File: config.mk
export PLATFORM = sky130hd
export DESIGN_NAME = micro_sequencer
export DESIGN_NICKNAME = d
export VERILOG_FILES = /design/src/rtl/micro_sequencer_pkg.sv /design/src/rtl/micro_sequencer_decode.sv /design/src/rtl/micro_sequencer.sv
export SDC_FILE = /design/constraint.sdc
export NUM_CORES = 1
export LEC_CHECK = 0
export CORE_MARGIN = 3
export CORE_UTILIZATION = 48
export CTS_BUF_LIST = sky130_fd_sc_hd__clkbuf_16
export DETAILED_ROUTE_END_ITERATION = 6
export PLACE_DENSITY = 0.79
export SYNTH_ARGS = -nofsm -noshare
export SYNTH_HDL_FRONTEND = slang
export SYNTH_SLANG_ARGS = --single-unit
export TNS_END_PERCENT = 20
File: constraint.sdc
create_clock -name clk -period 2.3 [get_ports clk]
set_clock_uncertainty 0.1 [all_clocks]
set_input_delay 0.23 -clock clk [delete_from_list [all_inputs] [get_ports clk]]
set_output_delay 0.23 -clock clk [all_outputs]
set_load 0.01 [all_outputs]
File: src/rtl/micro_sequencer_pkg.sv
// Shared opcode set and instruction field layout for the micro sequencer.
// The opcode sits in the upper bits and the register number in the low REG_WIDTH bits.
package micro_sequencer_pkg;

  localparam int REG_WIDTH         = 4;
  localparam int OPCODE_WIDTH      = 4;
  localparam int INSTRUCTION_WIDTH = OPCODE_WIDTH + REG_WIDTH;

  localparam logic [OPCODE_WIDTH-1:0] OP_NOP = 4'h0;
  localparam logic [OPCODE_WIDTH-1:0] OP_LD  = 4'h1;
  localparam logic [OPCODE_WIDTH-1:0] OP_ST  = 4'h2;
  localparam logic [OPCODE_WIDTH-1:0] OP_ADD = 4'h3;
  localparam logic [OPCODE_WIDTH-1:0] OP_SUB = 4'h4;
  localparam logic [OPCODE_WIDTH-1:0] OP_XOR = 4'h5;

  localparam logic [1:0] ALU_ADD  = 2'd0;
  localparam logic [1:0] ALU_SUB  = 2'd1;
  localparam logic [1:0] ALU_XOR  = 2'd2;
  localparam logic [1:0] ALU_PASS = 2'd3;

  typedef enum logic [1:0] {
    SEL_NONE,
    SEL_LOAD,
    SEL_STORE,
    SEL_ALU
  } strobe_sel_t;

  localparam logic [INSTRUCTION_WIDTH-1:0] NOP_INSTR = {OP_NOP, {REG_WIDTH{1'b0}}};

  function automatic logic [INSTRUCTION_WIDTH-1:0] make_instr(
    input logic [OPCODE_WIDTH-1:0] op,
    input logic [REG_WIDTH-1:0]    r
  );
    return {op, r};
  endfunction

endpackage

File: src/rtl/micro_sequencer_decode.sv
// Combinational opcode decoder: splits an instruction word into register field,
// ALU operation and which datapath strobe the instruction needs.
module instr_decode
  import micro_sequencer_pkg::*;
(
  input  logic [INSTRUCTION_WIDTH-1:0] instr,
  output logic [REG_WIDTH-1:0]         reg_sel,
  output logic [1:0]                   alu_op,
  output strobe_sel_t                  strobe_sel,
  output logic                         illegal
);

  logic [OPCODE_WIDTH-1:0] opcode;

  assign opcode  = instr[INSTRUCTION_WIDTH-1 -: OPCODE_WIDTH];
  assign reg_sel = instr[REG_WIDTH-1:0];

  // Non-ALU instructions report pass so alu_op never suggests a stray operation.
  always_comb begin
    alu_op     = ALU_PASS;
    strobe_sel = SEL_NONE;
    illegal    = 1'b0;
    case (opcode)
      OP_NOP: ;
      OP_LD:  strobe_sel = SEL_LOAD;
      OP_ST:  strobe_sel = SEL_STORE;
      OP_ADD: begin strobe_sel = SEL_ALU; alu_op = ALU_ADD; end
      OP_SUB: begin strobe_sel = SEL_ALU; alu_op = ALU_SUB; end
      OP_XOR: begin strobe_sel = SEL_ALU; alu_op = ALU_XOR; end
      default: illegal = 1'b1;
    endcase
  end

endmodule

File: src/rtl/micro_sequencer.sv
// Fetch/decode/execute sequencer walking ROM addresses FIRST_ADDR..LAST_ADDR once per start.
// Handshake: start is sampled only in IDLE; exec_wait holds EXECUTE; abort forces IDLE from any busy state.
module micro_sequencer
  import micro_sequencer_pkg::*;
#(
  parameter int unsigned FIRST_ADDR = 1,
  parameter int unsigned LAST_ADDR  = 31
) (
  input  logic                         clk,
  input  logic                         rst_n,
  input  logic                         start,
  input  logic                         abort,
  input  logic                         exec_wait,
  output logic [4:0]                   rom_addr,
  input  logic [INSTRUCTION_WIDTH-1:0] rom_data,
  output logic [REG_WIDTH-1:0]         reg_sel,
  output logic [1:0]                   alu_op,
  output logic                         acc_load,
  output logic                         reg_we,
  output logic                         alu_en,
  output logic                         busy,
  output logic                         done,
  output logic                         illegal,
  output logic [5:0]                   instr_count,
  output logic [2:0]                   fsm_state
);

  typedef enum logic [2:0] {
    S_IDLE    = 3'd0,
    S_FETCH   = 3'd1,
    S_DECODE  = 3'd2,
    S_EXECUTE = 3'd3,
    S_DONE    = 3'd4
  } state_t;

  localparam logic [4:0] FIRST_PC  = 5'(FIRST_ADDR);
  localparam logic [4:0] LAST_PC   = 5'(LAST_ADDR);
  localparam bit         EMPTY_RUN = (FIRST_ADDR > LAST_ADDR);

  state_t                       state;
  logic [4:0]                   pc;
  logic [INSTRUCTION_WIDTH-1:0] ir;
  logic                         acc_load_q;
  logic                         reg_we_q;
  logic                         alu_en_q;
  strobe_sel_t                  dec_sel;
  logic                         dec_illegal;

  instr_decode u_decode (
    .instr      (ir),
    .reg_sel    (reg_sel),
    .alu_op     (alu_op),
    .strobe_sel (dec_sel),
    .illegal    (dec_illegal)
  );

  // An abort landing in EXECUTE must not let the datapath commit in that cycle.
  assign acc_load  = acc_load_q & ~abort;
  assign reg_we    = reg_we_q   & ~abort;
  assign alu_en    = alu_en_q   & ~abort;
  assign fsm_state = state;

  always_ff @(posedge clk or negedge rst_n) begin
    if (!rst_n) begin
      state       <= S_IDLE;
      pc          <= FIRST_PC;
      rom_addr    <= 5'd0;
      ir          <= NOP_INSTR;
      acc_load_q  <= 1'b0;
      reg_we_q    <= 1'b0;
      alu_en_q    <= 1'b0;
      busy        <= 1'b0;
      done        <= 1'b0;
      illegal     <= 1'b0;
      instr_count <= 6'd0;
    end else begin
      case (state)
        S_IDLE: begin
          if (start && !abort) begin
            pc          <= FIRST_PC;
            instr_count <= 6'd0;
            illegal     <= 1'b0;
            if (EMPTY_RUN) begin
              state <= S_DONE;
              done  <= 1'b1;
            end else begin
              state    <= S_FETCH;
              busy     <= 1'b1;
              rom_addr <= FIRST_PC;
            end
          end
        end
        S_FETCH: begin
          if (abort) begin
            state <= S_IDLE;
            busy  <= 1'b0;
          end else begin
            ir    <= rom_data;
            state <= S_DECODE;
          end
        end
        S_DECODE: begin
          if (abort) begin
            state <= S_IDLE;
            busy  <= 1'b0;
          end else begin
            state      <= S_EXECUTE;
            acc_load_q <= (dec_sel == SEL_LOAD);
            reg_we_q   <= (dec_sel == SEL_STORE);
            alu_en_q   <= (dec_sel == SEL_ALU);
          end
        end
        S_EXECUTE: begin
          if (abort) begin
            state      <= S_IDLE;
            busy       <= 1'b0;
            acc_load_q <= 1'b0;
            reg_we_q   <= 1'b0;
            alu_en_q   <= 1'b0;
          end else if (!exec_wait) begin
            acc_load_q  <= 1'b0;
            reg_we_q    <= 1'b0;
            alu_en_q    <= 1'b0;
            instr_count <= instr_count + 6'd1;
            if (dec_illegal) illegal <= 1'b1;
            if (pc == LAST_PC) begin
              state <= S_DONE;
              busy  <= 1'b0;
              done  <= 1'b1;
            end else begin
              pc       <= pc + 5'd1;
              rom_addr <= pc + 5'd1;
              state    <= S_FETCH;
            end
          end
        end
        S_DONE: begin
          if (!start) begin
            state <= S_IDLE;
            done  <= 1'b0;
          end
        end
        default: begin
          state <= S_IDLE;
          busy  <= 1'b0;
          done  <= 1'b0;
        end
      endcase
    end
  end

endmodule

* After elaboration in Yosys (flattened, before gate mapping)
Cells that the tools add are included.
Cells by class: add/subtract/negate cells 2, bitwise logic cells 6, reduce and logical (&&, ||, !) cells 18, equal/unequal tests 24, mux-type cells 43
Operators with widths (count):
- 5-bit two-way mux | 4
- 5-bit AND reduction | 4
- 1-bit two-way mux | 18
- 6-bit two-way mux | 3
- 2-bit inequality test, second input constant | 8
- 3-bit two-way mux | 5
- 3-bit one-hot mux with 5 select lines | 1
- 2-bit one-hot mux with 3 select lines | 2
- 6-bit one-hot mux with 2 select lines | 1
- 5-bit one-hot mux with 2 select lines | 1
- 4-bit by 2-bit == test with 1-bit output, second input constant | 2
- 4-bit by 3-bit == test with 1-bit output, second input constant | 2
- 1-bit one-hot mux with 2 select lines | 4
- 6-bit by 1-bit adder with 6-bit output, second input constant | 1
- 3-bit by 2-bit == test with 1-bit output, second input constant | 2
- 3-bit inequality test, second input constant | 2
- 3-bit AND reduction | 2
- 3-bit OR reduction | 2
- 6-bit OR reduction | 1
- 5-bit by 1-bit adder with 5-bit output, second input constant | 1
- 5-bit == test, second input constant | 1
- 2-bit == test, second input constant | 2
- 4-bit by 1-bit == test with 1-bit output, second input constant | 1
- 4-bit zero test | 1
- other kinds (16) | 22
Word-level totals: bits of input ports 13, register bits after elaboration 33, output and inout bits 26

* Depth between registers and ports, before layout
Gate-level depths: netlist (run 1).
depth after elaboration 6, gate-level depth with buffers 7

* Hierarchy
Synthesis (run 1) repeated with hierarchy kept, for this count alone.
Unflattened totals: cells, all modules 154, area total of the unflattened synthesis 1611.5 um2
Modules (own cells, without submodules):
- micro_sequencer | instances 1, cells an instance 140, area an instance 1506.4 um2
- instr_decode | instances 1, cells an instance 14, area an instance 105.1 um2

* Least setup slack after synthesis (run 1)
OpenSTA, ideal clock, no wires.
kind reg-to-reg, start reg, netlist name rom_addr[1], end reg rom_addr[0], data required time 2076 ps, arrival 1465 ps, cell stages (with the launch flop) 8, slack 611 ps, path buffers 0, cells stage by stage dfrtp_1 > ha_1 > and3_1 > ha_1 > nor2_1 > nand2_1 > a21oi_1 > o21ai_1
RTL lines:
- end signal: assignment | line micro_sequencer.sv:132 | rom_addr <= pc + 5'd1;
- end: declaration | line micro_sequencer.sv:14 | output logic [4:0] rom_addr,

* Worst setup path after layout (run 1)
start reg ir[5], end out alu_op[1]
Between the ends: longest elaborated chain between the ends 2
RTL lines:
- start: declaration | line micro_sequencer.sv:42 | logic [INSTRUCTION_WIDTH-1:0] ir;
- start signal: assignment | line micro_sequencer.sv:98 | ir <= rom_data;
- 4-bit by 3-bit == test with 1-bit output or 4-bit by 2-bit == test with 1-bit output (tied branches) | line micro_sequencer_decode.sv:23 | case (opcode)
- 2-bit one-hot mux with 3 select lines * | line micro_sequencer_decode.sv:23
- end: declaration | line micro_sequencer.sv:17 | output logic [1:0] alu_op,
Mark *: on every way between the ends. The rest lies on a longest branch, timed or not.

==> results of run 1 <==
==> synthesized netlist by cell type <==
cell / count
or3b_4: 1
mux2i_1: 1
nor4b_1: 2
mux2_2: 1
nand4b_1: 1
o211ai_1: 1
nand3b_1: 3
inv_1: 1
o31ai_1: 1
a21oi_1: 8
nor3_4: 1
xnor2_1: 3
or2_1: 1
a22o_1: 3
nand2b_1: 4
and3b_1: 1
dfrtp_1: 28
nor3_1: 2
o21ai_0: 1
nand4bb_1: 1
o21ai_1: 5
buf_1: 1
and4bb_2: 1
nor4_1: 2
buf_2: 3
nand2_1: 11
a221o_1: 1
nand3_1: 10
ha_1: 3
a21o_1: 1
xor2_1: 4
nor2b_1: 3
buf_4: 9
and3_1: 3
buf_6: 1
mux2_1: 11
dfstp_2: 1
nor2_1: 12
==> power by group <==
group | leakage, nW | internal [mW] | switching, mW
registers | 0.371 | 0.683 | 0.181
clock network | 0.0776 | 0.386 | 0.199
logic | 0.441 | 0.471 | 0.349
total | 0.890 | 1.54 | 0.729
==> metrics by stage <==
step                      instance area, um^2  worst slack, ns  instances  utilization [%]  hold slack, ns
after detailed placement                 1920            0.183        219             66.1           0.378
after global placement                   1920            0.247        219             66.1           0.368
after global routing                     2050            0.209        227             70.8           0.273
after floorplan                          1540            0.611        147                -          -0.166
final                                    2050            0.283        227             70.8           0.243
after CTS                                2050            0.286        227             70.8           0.254
==> placed cells by master, fill, tap and decap left out, types with 2 or more instances in the layout <==
| cell type | count |
|---|---|
| xor2_1 | 4 |
| dfrtp_1 | 28 |
| nor4_1 | 2 |
| o21ai_1 | 5 |
| nand3b_1 | 3 |
| ha_1 | 3 |
| nor2b_1 | 3 |
| nor4b_1 | 2 |
| clkdlybuf4s50_1 | 38 |
| a21oi_1 | 8 |
| mux2_1 | 11 |
| clkbuf_16 | 5 |
| nor2_1 | 12 |
| nand2_1 | 11 |
| nand3_1 | 10 |
| a22o_1 | 3 |
| nor3_1 | 2 |
| inv_1 | 4 |
| xnor2_1 | 3 |
| and3_1 | 3 |
| buf_4 | 6 |
| nand2b_1 | 4 |
==> layout make-up <==
class / count / area (um^2) / share of cell area [%]
clock buffers: 5 / 125 / 6.09
well taps: 42 / 52.6 / 2.56
clock inverters: 3 / 11.3 / 0.548
repair buffers: 44 / 425 / 20.7
multi-input cells: 103 / 709 / 34.5
flip-flops and latches: 29 / 727 / 35.4
inverters: 1 / 3.75 / 0.183
==> worst min-delay path by stage <==
stage / start / endpoint / slack, ns / depth (start not counted)
2_1_floorplan: rst_n / acc_load_q$_DFFE_PN0P_ / -0.17 / 0
3_3_place_gp: reg_we_q$_DFFE_PN0P_ / reg_we_q$_DFFE_PN0P_ / 0.37 / 1
3_5_place_dp: reg_we_q$_DFFE_PN0P_ / reg_we_q$_DFFE_PN0P_ / 0.38 / 1
4_1_cts: rst_n / ir[7]$_DFFE_PN0P_ / 0.25 / 2
5_1_grt: rst_n / ir[7]$_DFFE_PN0P_ / 0.27 / 2
6_report: rst_n / ir[5]$_DFFE_PN0P_ / 0.24 / 2
==> logic make-up (layout without fill, tap and decap cells) <==
family                     after synthesis  count (layout)  synth area share (%)
and+or+nand+nor                         59              59                  21.9
DFF                                     29              29                  47.3
AOI/OAI and AO/OA                       21              21                  8.38
buffers and inverters                   15              53                  6.59
muxes                                   13              13                  9.44
xor gates and xnor gates                 7               7                  3.99
adders and majority gates                3               3                  2.44
==> routing by layer <==
metal | wire length [um] | GRT usage, % | vias up
met2 | 1480 | 30.1 | 40
met5 | 0 | 0 | -
met1 | 1420 | 21.5 | 596
li1 | - | - | 589
met3 | 172 | 5.40 | 8
met4 | 72 | 7.44 | 0
==> sequential cells by signal, summed over array words and instances (netlist names) <==
signal       cells
illegal          1
fsm_state        3
rom_addr         5
busy             1
done             1
pc               1
reg_we_q         1
instr_count      6
alu_en_q         1
ir               8
acc_load_q       1
==> metrics, run 1 <==
status=complete, no violations; power density cells=1100 mW/mm^2; CTS Buffer Depth=2; Port Buffer Count=38; CTS tree=done; Fin. Hold Viols=0; largest net degree at the start of global routing=30; crit path to=alu_op[1]; Setup Fix Bufs, Post-CTS=0; gr ovfl total=0; I/O pins=39; critical path depth=4; Final Critical Period=2.02 ns; cts repair resizes=0; TNS Setup=0 ns; Post-Synthesis Mean Instance Area=10.5 um^2; Crit path largest cell delay=0.48 ns; transition time at the pin with the least slew margin=0.436 ns; layout cells sized above 1=8.65%; number of fillers in the final layout=231; synth unique cells=38; setup violators final=0; GPL Wtd Cong=0.835; Max Cap Viol=0; core box area=0.00290 mm^2; largest area contributor in the netlist=dfrtp_1; top cells by area, synth=dfrtp_1 46%, mux2_1 8.1%, buf_4 4.4%; vias per inst=5.43; DIE AREA=0.00392 mm^2; 1st-pass router iterations=4; # DRC=0; DR WL/cell=13.8 um; # clock sinks=29; critical path, cell by cell=nand2b_1, o21ai_0, nand2b_1, clkdlybuf4s50_1; post-route ant nets=0; Die Y=62.6 um; DPL Wire Length=2310 um; ANT cells=0; TritonCTS buffer count=5; CP Launch Type=flip-flop; RSZ-0062 raised after global routing=no; H-tree depth=2; reg-to-reg slack, setup=0.37 ns; DR vias=1,233; post-synthesis cell count=147; total power=2.27 mW; r2r endpoint=rom_addr[0]$_DFFE_PN0P_; Slew Limit Headroom=70.8%; crit path max fanout=7; Area growth, synth to finish=33.6%; delay-heaviest family, CP=buffers and inverters; Total GRT Usage=18.0%; FP Rows=19; Yosys top cell area share=45.6%; initial antenna violation count=0; Worst path most repeated cell=nand2b_1; peak supply drop=829 uV; fmax=0.496 GHz; Critical Path RT=1.97 ns; worst r2r path cells=7; Initial Utilization=53.0%; CTS hold repair buffers=0; Die W=62.6 um; Final Max Slew Viols=0; yosys warns=0; clk_lat worst skew=0.27 ns; CTS root buf=clkbuf_16; CP startpoint=ir[5]$_DFFE_PN0P_; clock transition at the registers of the reported paths=0.05 ns; worst setup path category=flip-flop to output pin; Crit path arrival time=1.69 ns; Post-Synthesis Cell Area=0.00154 mm^2; register area share after synthesis=47.3%; initial drt markers=43; Mapped Nets=163; routed wire length=3140 um; Yosys reg bits=29; NumNets Final=200; vias in the first global route=1,237; Hold WC Path Type=primary input to asynchronous set/reset pin; first-pass GRT wire length=5600 um; Critical path buffers and inverters=1; FF-to-FF Start=rom_addr[1]$_DFFE_PN0P_; LEAKAGE=0.890 nW; cell with the largest stage delay on the worst path=clkdlybuf4s50_1; CP Capture Type=output pin; Tcrit/Tclk final=87.7%
Power figures use the tool's default switching activity.
==> run 2, diff against run 1 <==
Settings changed: CORE_UTILIZATION 48 to 50, CTS_BUF_LIST sky130_fd_sc_hd__clkbuf_16 to sky130_fd_sc_hd__clkbuf_8, PLACE_DENSITY 0.79 to 0.82.
==> run 2 against run 1 <==
  * Worst hold slack got worse by 0.0017 ns
  * Fmax up 0.22%
  * Critical path depth rose by 1
  * Global-route usage grew 1.5 points
  * Power down 7.4%
  * Non-clock buffer count decreased by 2
  * Design area is 3.7% lower
  * Core utilization down 1.5 points
  * First-iteration DRC count is 19% higher
  * Sequential cell count unchanged
  * Count of clock-buffer cells in the layout is 1 higher
  * Sequential share of layout area rose by 1.3 points
==> metrics, run 2 (same netlist as run 1, synthesis figures left out) <==
cts repair resizes=0 (unchanged); Die Y=61.5 um (-1.8%); Critical path buffers and inverters=1 (unchanged); Fin. Hold Viols=0 (unchanged); Slew Limit Headroom=67.9% (-2.9 points); most frequent cells in the layout=38 x clkdlybuf4s50_1, 28 x dfrtp_1, 12 x nor2_1; Worst path most repeated cell=nor2_1; Final Critical Period=2.01 ns (-0.00450 ns); Comb power frac=38.4% (+2.3 points); core box area=0.00285 mm^2 (-1.6%); clk_lat worst skew=0.28 ns (about the same); routed wire length=3290 um (+4.8%); Crit path arrival time=2.07 ns (+0.38 ns); sw frac=34.3% (+2.2 points); Setup Fix Bufs, Post-CTS=0 (unchanged); Critical Path RT=2.35 ns (+0.38 ns); Initial Utilization=53.9% (+0.88 points); layout cells sized above 1=8.20% (-0.45 points); peak supply drop=552 uV (-33%); FP Rows=19 (unchanged); CTS hold repair buffers=0 (unchanged); Max Cap Viol=0 (unchanged); pre-CTS WS=0.0313 ns (-0.152 ns); H-tree depth=2 (unchanged); CTS tree=done; largest net degree at the start of global routing=30 (unchanged); Crit path largest cell delay=0.65 ns (+0.17 ns); most common cell after layout, fill and taps aside=clkdlybuf4s50_1; initial antenna violation count=0 (unchanged); top flop regs=ir x8, instr_count x6, rom_addr x5; power density cells=1060 mW/mm^2 (-3.9%); transition time at the pin with the least slew margin=0.480 ns (+0.0437 ns); DR WL/cell=15.4 um (+11%); CTS Buffer Depth=2 (unchanged); Pint=1.38 mW (-10%); max FFs per register=8 (unchanged); cell with the largest stage delay on the worst path=clkdlybuf4s50_1; CP Capture Type=flip-flop; RSZ-0062 raised after global routing=no; total power=2.10 mW (-7.4%); Total GRT Usage=19.4% (+1.5 points); status=complete, no violations; TritonCTS buffer count=5 (unchanged); NetSw=0.721 mW (-1.1%); # clock sinks=29 (unchanged); DR vias=1,220 (-1.1%); first-pass GRT wire length=5300 um (-5.3%); Tcrit/Tclk final=87.5% (-0.20 points); Final Max Slew Viols=0 (unchanged); CP Launch Type=primary input; initial drt markers=51 (+19%); Hold WC Path Type=primary input to asynchronous set/reset pin; ANT cells=0 (unchanged); NumNets Final=198 (-1.0%); DIE AREA=0.00378 mm^2 (-3.6%); critical path, cell by cell=clkdlybuf4s50_1, nand4bb_1, nor2_1, nor2_1, mux2_2; share of power burned in registers=41.6% (+3.5 points); # DRC=0 (unchanged); post-route ant nets=0 (unchanged); worst setup path category=primary input to flip-flop; DPL Wire Length=2390 um (+3.5%); I/O pins=39 (unchanged); fmax=0.497 GHz (+0.22%); number of fillers in the final layout=233 (+0.87%); register with the most flip-flops=ir; vias in the first global route=1,160 (-6.2%); delay-heaviest family, CP=simple AND/OR/NAND/NOR gates; Port Buffer Count=38 (unchanged); Area growth, synth to finish=28.7%; setup violators final=0 (unchanged); LEAKAGE=0.856 nW (-3.9%); clock transition at the registers of the reported paths=0.06 ns (about the same); Die W=61.5 um (-1.8%); final worst setup slack=0.287 ns (+0.00450 ns); Clk pwr share=19.9% (-5.9 points); crit path max fanout=15 (+8); GPL Wtd Cong=0.879 (+5.2%); 1st-pass router iterations=4 (unchanged); TNS Setup=0 ns (unchanged); gr ovfl total=0 (unchanged); vias per inst=5.70 (+5.0%); CTS root buf=clkbuf_8
[run 2: cell count changes in the layout (fill, tap and decap cells not counted), sizes merged]
cell and change:
buf -2, clkbuf +1, inv -1
[run 2: worst paths after layout]
path	cells past startpoint	startpoint	end	slack [ns]
min in group clk	1	ir[2]$_DFFE_PN0P_	ir[2]$_DFFE_PN0P_	0.39
setup reg to reg	4	fsm_state[1]$_DFFE_PN0P_	instr_count[0]$_DFFE_PN0P_	0.33
hold / removal	2	rst_n	ir[5]$_DFFE_PN0P_	0.24
max in group asynchronous	2	rst_n	pc[0]$_DFFE_PN1P_	1.55
setup / recovery	5	abort	instr_count[0]$_DFFE_PN0P_	0.29
hold reg to reg	1	ir[2]$_DFFE_PN0P_	ir[2]$_DFFE_PN0P_	0.39
[run 2: power groups by stage]
| stage | combinational, mW | sequential (mW) | clock (mW) |
|---|---|---|---|
| finish | 0.807 | 0.875 | 0.418 |
| global route | 0.880 | 0.902 | 0.449 |
| CTS | 0.818 | 0.872 | 0.422 |
| detailed placement | 0.811 | 0.879 | 0 |
| global placement | 0.782 | 0.862 | 0 |
| floorplan | 0.544 | 0.825 | 0 |
[run 2: per-stage QoR]
stage               util (%)  instance area [um^2]  hold WS, ns  cells
floorplan                  -                  1540       -0.166    147
global placement        66.2                  1890        0.371    206
detailed placement      66.2                  1890        0.380    206
CTS                     69.4                  1980        0.258    214
global route            69.4                  1980        0.277    214
finish                  69.4                  1980        0.242    214
[run 2: worst register-to-register path, cell delays in order (launching register included)]
cell     delay (ns)
dfrtp_1        0.55
nor2_1         0.43
and3_1         0.37
nor2_1         0.11
mux2_2         0.29
[run 2: cell type report]
class / count / area (um^2) / area share [%]
multi-input combinational: 103 / 709 / 35.8
tap: 31 / 38.8 / 1.96
inverter: 1 / 3.75 / 0.190
clock inverter: 2 / 7.51 / 0.379
timing repair buffer: 42 / 410 / 20.7
sequential: 29 / 727 / 36.7
clock buffer: 6 / 82.6 / 4.17
[run 2: layer usage]
| metal | GRT usage (%) | wire length, um |
|---|---|---|
| met2 | 31.1 | 1590 |
| met3 | 5.03 | 206 |
| met1 | 25.3 | 1450 |
| met4 | 7.58 | 45 |
| met5 | 0 | 0 |
==> run 3, diff against run 2 <==
Settings changed: ABC_AREA from default to 1, CORE_UTILIZATION 50 to 55, PLACE_DENSITY 0.82 to 0.89.
Clock period 2.3 ns to 2.4 ns, I/O delays scaled along.
==> run 3 against run 2 <==
  * Synthesized cell count rose by 31%
  * Non-clock buffer count fell by 3
  * Sequential share of layout area fell by 0.64 points
  * Worst hold slack got worse by 0.00096 ns
  * Power rose by 2.8%
  * Register-to-register slack improved by 0.23 ns
  * Synthesized area rose by 3.2%
==> metrics, run 3 <==
status=complete, no violations; Post-Synthesis Mean Instance Area=8.22 um^2 (-21%); CTS Buffer Depth=2 (unchanged); final worst setup slack=0.379 ns (+0.0918 ns); H-tree depth=2 (unchanged); placed cell count=251 (+22%); Area growth, synth to finish=27.0%; peak supply drop=895 uV (+62%); initial drt markers=59 (+16%); CP Capture Type=output pin; Port Buffer Count=38 (unchanged); LEAKAGE=1.03 nW (+20%); setup violators final=0 (unchanged); Mapped Nets=209 (+28%); routed wire length=3690 um (+12%); 1st-pass router iterations=4 (unchanged); Adder-Cell Fraction of Synth Area=2.37% (-0.075 points); post-synthesis cell count=193 (+31%); # clock sinks=29 (unchanged); max FFs per register=8 (unchanged); DPL Wire Length=2710 um (+13%); Fin. Hold Viols=0 (unchanged); Crit path arrival time=1.68 ns (-0.39 ns); Yosys top cell area share=44.2% (-1.4 points); post-route ant nets=0 (unchanged); Setup Fix Bufs, Post-CTS=0 (unchanged); CTS tree=done; Final Max Slew Viols=0 (unchanged); Die Y=59.7 um (-2.8%); Post-Synthesis Cell Area=0.00159 mm^2 (+3.2%); Tcrit/Tclk final=84.2%; yosys warns=0 (unchanged); Finished Layout Cells=259 (+21%); TNS Setup=0 ns (unchanged); Finished Core Util=77.1% (+7.7 points); FP Rows=18 (-1); synth unique cells=26 (-32%); FFs w/ async S/R, synth=100% (unchanged); largest family of logic cells by synthesized area=simple AND/OR/NAND/NOR gates; vias in the first global route=1,390 (+20%); CP Launch Type=flip-flop; Initial Utilization=60.7% (+6.8 points); simple-gate portion of the synthesized area=28.8% (+6.9 points); cell with the most instances after synthesis=nand2_1; top_reg_cell synth=dfrtp_1; vias per inst=5.46 (-4.2%); most common cell after layout, fill and taps aside=nand2_1; layout cells sized above 1=10.0% (+1.8 points); crit path max fanout=4 (-11); RSZ-0062 raised after global routing=no; Die W=59.7 um (-2.8%); initial antenna violation count=0 (unchanged); transition time at the pin with the least slew margin=0.503 ns (+0.0231 ns); top cells by area, synth=dfrtp_1 44%, nand2_1 11%, nand3_1 5.7%; Final Critical Period=2.02 ns; TritonCTS buffer count=5 (unchanged); Critical Path RT=2.06 ns (-0.29 ns); Post-synth EDFFs=0 (unchanged); NumNets Final=244 (+23%); post-synthesis mux area share=4.50% (-4.9 points); Total GRT Usage=22.9% (+3.4 points); core box area=0.00261 mm^2 (-8.4%); XOR/XNOR Fraction of Synth Area=2.76% (-1.2 points); DIE AREA=0.00357 mm^2 (-5.6%); largest area contributor in the netlist=dfrtp_1; worst setup path category=flip-flop to output pin; GPL Wtd Cong=0.833 (-5.2%); CTS root buf=clkbuf_8; CTS hold repair buffers=0 (unchanged); number of fillers in the final layout=204 (-12%); pre-CTS WS=0.363 ns (+0.331 ns); register with the most flip-flops=ir; Max Cap Viol=0 (unchanged); ANT cells=0 (unchanged); # DRC=0 (unchanged); Hold WC Path Type=primary input to asynchronous set/reset pin; I/O pins=39 (unchanged); largest net degree at the start of global routing=30 (unchanged); power density cells=1070 mW/mm^2 (+1.0%); Yosys reg bits=29 (unchanged); DR WL/cell=14.2 um (-7.5%); gr ovfl total=0 (unchanged); Slew Limit Headroom=66.4% (-1.5 points); DR vias=1,414 (+16%); complex-gate fraction of the synthesized area=5.28% (-3.1 points); Synth top cells by count=48 x nand2_1, 28 x dfrtp_1, 24 x nor2_1; top flop regs=ir x8, instr_count x6, rom_addr x5; first-pass GRT wire length=6080 um (+15%); fmax=0.495 GHz; clk_lat worst skew=0.28 ns (about the same); cts repair resizes=0 (unchanged); register area share after synthesis=45.8% (-1.5 points); most frequent cells in the layout=48 x nand2_1, 38 x clkdlybuf4s50_1, 28 x dfrtp_1; clock transition at the registers of the reported paths=0.06 ns (about the same)
## run 3: cell types whose count changed after synthesis, sizes merged, moves of 6 or more
| cell | delta |
|---|---|
| inv | +20 |
| mux2 | -7 |
| nand2 | +40 |
| nand3 | +9 |
| nor2 | +15 |
| o21ai | +6 |
## run 3: power by group
group          total, mW  switching (mW)  internal, mW
Clock              0.405           0.180         0.225
Sequential         0.795           0.140         0.655
Combinational      0.959           0.519         0.440
Total               2.16           0.840          1.32
## run 3: final cells by class
| cell class | count | area, um^2 | share of cell area, % |
|---|---|---|---|
| sequential | 29 | 727 | 36.1 |
| clock inverter | 2 | 7.51 | 0.373 |
| clock buffer | 6 | 82.6 | 4.10 |
| timing repair buffer | 39 | 388 | 19.3 |
| tap | 30 | 37.5 | 1.86 |
| multi-input combinational | 132 | 693 | 34.4 |
| inverter | 21 | 78.8 | 3.91 |
## run 3: layer usage
| metal | vias up | share of wire, % | GRT usage [%] |
|---|---|---|---|
| met4 | 0 | 1.5 | 9.18 |
| li1 | 683 | - | - |
| met1 | 672 | 42 | 26.9 |
| met2 | 52 | 51 | 38.4 |
| met3 | 7 | 5.3 | 7.34 |
| met5 | - | 0 | 0 |
## run 3: cells by family after synthesis
logic type               count (synthesis)
buffers and inverters                   32
AO/OA/AOI/OAI                           16
multiplexers                             5
adder cells (fa/ha/maj)                  3
XOR/XNOR                                 5
flip-flops                              29
AND/OR/NAND/NOR                        103
## run 3: path summary, 6_finish.rpt
check | start | endpoint | slack, ns | cells after the start
min | rst_n | ir[4]$_DFFE_PN0P_ | 0.24 | 2
max | ir[7]$_DFFE_PN0P_ | alu_op[1] | 0.38 | 5
min reg2reg | rom_addr[0]$_DFFE_PN0P_ | rom_addr[0]$_DFFE_PN0P_ | 0.37 | 2
min in group clk | rom_addr[0]$_DFFE_PN0P_ | rom_addr[0]$_DFFE_PN0P_ | 0.37 | 2
max in group asynchronous | rst_n | pc[0]$_DFFE_PN1P_ | 1.65 | 2
max reg2reg | pc[0]$_DFFE_PN1P_ | busy$_DFFE_PN0P_ | 0.56 | 10
## run 3: critical path: stages (launching register included)
cell and delay, ns:
dfrtp_1 0.39, nor2_1 0.23, nand3_1 0.11, nand2_1 0.11
o21ai_0 0.09, clkdlybuf4s50_1 0.48
## run 3: metrics by stage
| stage | instance area (um^2) | hold WS, ns | total power, mW |
|---|---|---|---|
| global placement | 1920 | 0.359 | 1.69 |
| CTS | 2010 | 0.249 | 2.16 |
| floorplan | 1590 | -0.156 | 1.41 |
| finish | 2010 | 0.241 | 2.16 |
| global route | 2010 | 0.270 | 2.30 |
| detailed placement | 1920 | 0.363 | 1.75 |
